<file path="src/rtl/sr_ff_bank.sv">
// Bank of WIDTH independent, registered SR flip-flops with selectable S&R conflict policy.
// Optional saturating conflict counter, compiled in only when SR_FF_BANK_CNT_EN is defined.
module sr_ff_bank #(
    parameter int               WIDTH   = 8,
    parameter int               MODE    = 0,
    parameter logic [WIDTH-1:0] RST_VAL = '0
) (
    input  logic             clk,
    input  logic             rst,
    input  logic             en,
    input  logic [WIDTH-1:0] S,
    input  logic [WIDTH-1:0] R,
    output logic [WIDTH-1:0] Q,
    output logic [WIDTH-1:0] Q_n,
    output logic [WIDTH-1:0] conflict,
    output logic [15:0]      conflict_cnt
);

    generate
        if (WIDTH < 1 || WIDTH > 32) begin : g_bad_width
            $error("sr_ff_bank: WIDTH must be in 1..32");
        end
        if (MODE < 0 || MODE > 3) begin : g_bad_mode
            $error("sr_ff_bank: MODE must be in 0..3");
        end
    endgenerate

    logic [WIDTH-1:0] both;
    logic [WIDTH-1:0] conf_val;
    logic [WIDTH-1:0] q_next;

    // Non-conflicting channels follow plain SR rules; conflicting ones take conf_val.
    always_comb begin
        both = S & R;
        case (MODE)
            0:       conf_val = {WIDTH{1'b1}};
            1:       conf_val = {WIDTH{1'b0}};
            3:       conf_val = ~Q;
            default: conf_val = Q;
        endcase
        q_next = ((Q | (S & ~R)) & ~(R & ~S) & ~both) | (both & conf_val);
    end

    always_ff @(posedge clk) begin
        if (rst) begin
            Q        <= RST_VAL;
            conflict <= '0;
        end else if (en) begin
            Q        <= q_next;
            conflict <= both;
        end else begin
            conflict <= '0;
        end
    end

    // Derived from the register alone, so Q_n can never disagree with Q.
    assign Q_n = ~Q;

`ifdef SR_FF_BANK_CNT_EN
    logic [15:0] cnt_q;

    always_ff @(posedge clk) begin
        if (rst) begin
            cnt_q <= '0;
        end else if (en && (|both) && (cnt_q != 16'hFFFF)) begin
            cnt_q <= cnt_q + 16'd1;
        end
    end

    assign conflict_cnt = cnt_q;
`else
    assign conflict_cnt = 16'h0000;
`endif

endmodule

</file>
<file path="config.mk">
export PLATFORM = sky130hd
export DESIGN_NAME = sr_ff_bank
export DESIGN_NICKNAME = d
export VERILOG_FILES = /design/src/rtl/sr_ff_bank.sv
export SDC_FILE = /design/constraint.sdc
export NUM_CORES = 1
export LEC_CHECK = 0
export CORE_AREA = 2 2 50 52
export DETAILED_ROUTE_END_ITERATION = 8
export DIE_AREA = 0 0 52 54
export GPL_TIMING_DRIVEN = 1
export PLACE_DENSITY = 0.82
export SKIP_LAST_GASP = 1
export SYNTH_ARGS = -nofsm -noshare
export SYNTH_HDL_FRONTEND = slang
export SYNTH_SLANG_ARGS = --single-unit
export TNS_END_PERCENT = 50
</file>
<file path="constraint.sdc">
create_clock -name clk -period 1.55 [get_ports clk]
set_input_delay 0.2325 -clock clk [delete_from_list [all_inputs] [get_ports clk]]
set_output_delay 0.2325 -clock clk [all_outputs]
set_load 0.05 [all_outputs]
</file>
==> impl_metrics.toml <==
[yosys]
syn_area_per_cell_sq_um = 9.516
postSynthCellCount = 76
synth_edf_count = 0
synth_common_cells = "buf_4, dfxtp_1, inv_1, nand2_1"
ys_ff_latch = 16
synthDistinctLibCells = 14
synth_top_area_share_pct = 44.29
ys.flop_type = "dfxtp_1"
async_flop_share_pct = 0
synth_top_area_cell = "dfxtp_1"
yosysSeqAreaShare_pct = 44.29
synthTopCellsByArea = "dfxtp_1, buf_4, a21bo_2"
synth_area_sq_um = 723.2
yosysWarningCount = 0

[clock_tree]
cts_tree = "done"
ctsResizeCount = 0
cts-hold-fix-buffers = 0
cts_root_buf = "clkbuf_4"
cts_buffers = 3
path_clk_slew_ns = 0.08
h-tree-depth = 1
cts_buffer_depth = 2
clock_latency_ns = 0.26
post_cts_buffers = 0
cts.sinks = 16

[critical_path]
reg2reg_from = "Q[4]$_SDFFE_PP0P_"
critPathMaxStageDelay_ns = 0.37
crit_path_cell_trace = "inv_1 -> buf_4"
startpoint = "Q[3]$_SDFFE_PP0P_"
setup.worst_path.start_class = "flip-flop"
cp.required_ns = 1.32
ff2ff_path_depth = 2
r2r_setup_slack_ns = 0.76
path_class = "reg -> out"
cp.arrival_ns = 0.87
worst-path-buf-inv = 2
crit_slowest_cell = "dfxtp_1"
critPathTopFamily = "flip-flops"
r2r_end = "Q[4]$_SDFFE_PP0P_"
endpoint_kind = "output port"
cp_max_fo = 3

[floorplan]
core_region_area_sq_um = 2320
dieArea_sq_um = 2808
die_height_um = 54
die_x_um = 52
initial_core_util_pct = 31.18
num_rows = 18
io_pins = 59

[pwr]
power_frac_clock_pct = 20.0
p_seq_share_pct = 44.7
p_per_area_nw_per_um2 = 918.9
power_switching_mw = 0.3578
p_leak_nw = 0.4911
switching_share_pct = 36.36
ir_drop_mv = 0.3748
comb_power_share_pct = 35.3
power.internal_mw = 0.6263
power_mw = 0.9842

[job]
drv_cap = 0

[route]
drt_iter0_markers = 2
wl_um = 1415
drt-vias-per-instance = 4.027
drt-pass1-iter-count = 2
post-route-drc-count = 0
num_vias = 604
wire_per_inst_um = 9.433
ant_nets = 0

[global_routing]
grt_pass1_wl_um = 1973
grt_max_degree = 18
grt_pass1_vias = 501
gr-usage-all-layers_pct = 9.507
antenna_found_initial = 0
gr-total-overflow = 0

[worst_hold_path]
worstHoldEndpoint = "conflict[5]$_SDFF_PP0_"
whs_path_depth = 3
hp-class = "in -> reg"
hold_path.startpoint = "S[5]"

[final_layout]
drive_gt1_share_pct = 32.50
layout.nets = 141
syn_to_final_growth_pct = 48.10
antenna_cells = 0
design_area_sq_um = 1071

[place]
dp_hpwl_um = 1191
dpl_cell_area_sq_um = 1049
io_buffers = 42
routabilityCongestion = 0.6626

[timing]
fin_crit_sh_pct = 70.95
post-route-min-period_ns = 1.100
tns_ns = 0
timing.hold.ws_ns = 0.5294
rsz0062_at_grt = "no"
fmax_mhz = 909.4
final-max-slew-violation-count = 0
fin_skew_ns = 0
hold_viol_final = 0
setup_viol = 0

[outcome]
run_status = "finished, final reports clean"
cell families (layout without fill, tap and decap cells):
kind of cell | count (synthesis) | after routing | synth area share, %
buffers and inverters | 27 | 56 | 25.09
AND/OR/NAND/NOR | 16 | 16 | 12.98
other | 1 | 16 | 0.5185
AO/OA/AOI/OAI | 16 | 16 | 17.13
flip-flops | 16 | 16 | 44.29
state kept, by name, indices dropped and copies added (netlist names):
signal    count
Q             8
conflict      8
through the flow:
stage          util [%]  std cells  setup slack [ns]
2_1_floorplan         -         91            0.3441
3_3_place_gp      45.20        147            0.3192
3_5_place_dp      45.20        147            0.2657
4_1_cts           46.17        150            0.4433
5_1_grt           46.17        150            0.4085
6_report          46.17        150            0.4503
layout make-up:
| class | instances | area, sq um |
|---|---|---|
| clock buffers | 3 | 22.52 |
| fillers | 227 | 1249 |
| inverters | 8 | 30.03 |
| multi-input cells | 48 | 277.8 |
| flip-flops and latches | 16 | 320.3 |
| well taps | 30 | 37.54 |
| repair buffers | 45 | 382.9 |
routing by layer:
layer  track usage (%)  routed length (um)  vias to the layer above
li1                  -                   -                      302
met1             8.754                 514                      269
met2             19.41                 728                       33
met3             2.500                 172                        0
met4             3.947                   0                        0
met5                 0                   0                        -
power by group through the flow:
stage                     clock network, mW  registers (mW)  logic, mW
after floorplan                           0           0.513      0.213
after global placement                    0           0.448      0.346
after detailed placement                  0           0.450      0.349
after CTS                             0.206           0.440      0.350
after global routing                  0.224           0.442      0.366
final                                 0.197           0.440      0.348
worst max path at each step:
stage                                   to  slack (ns)  cells past startpoint
floorplan                           Q_n[6]        0.34                      1
global placement    conflict[4]$_SDFF_PP0_        0.32                      4
detailed placement  conflict[6]$_SDFF_PP0_        0.27                      4
CTS                                 Q_n[3]        0.44                      2
global route                        Q_n[1]        0.41                      2
finish                              Q_n[3]        0.45                      2
tightest hold or removal path, stage by stage:
cell	delay [ns]
clkdlybuf4s50_1	0.39
nand2_1	0.08
nor3b_1	0.05
layout by cell type (no fill, tap or decap), drive strengths merged:
| master | instances |
|---|---|
| a21bo | 8 |
| a21oi | 8 |
| and4b | 1 |
| buf | 27 |
| clkbuf | 3 |
| clkdlybuf4s50 | 18 |
| conb | 16 |
| dfxtp | 16 |
| inv | 8 |
| nand2 | 8 |
| nor3b | 7 |
Power figures use the tool's default switching activity.
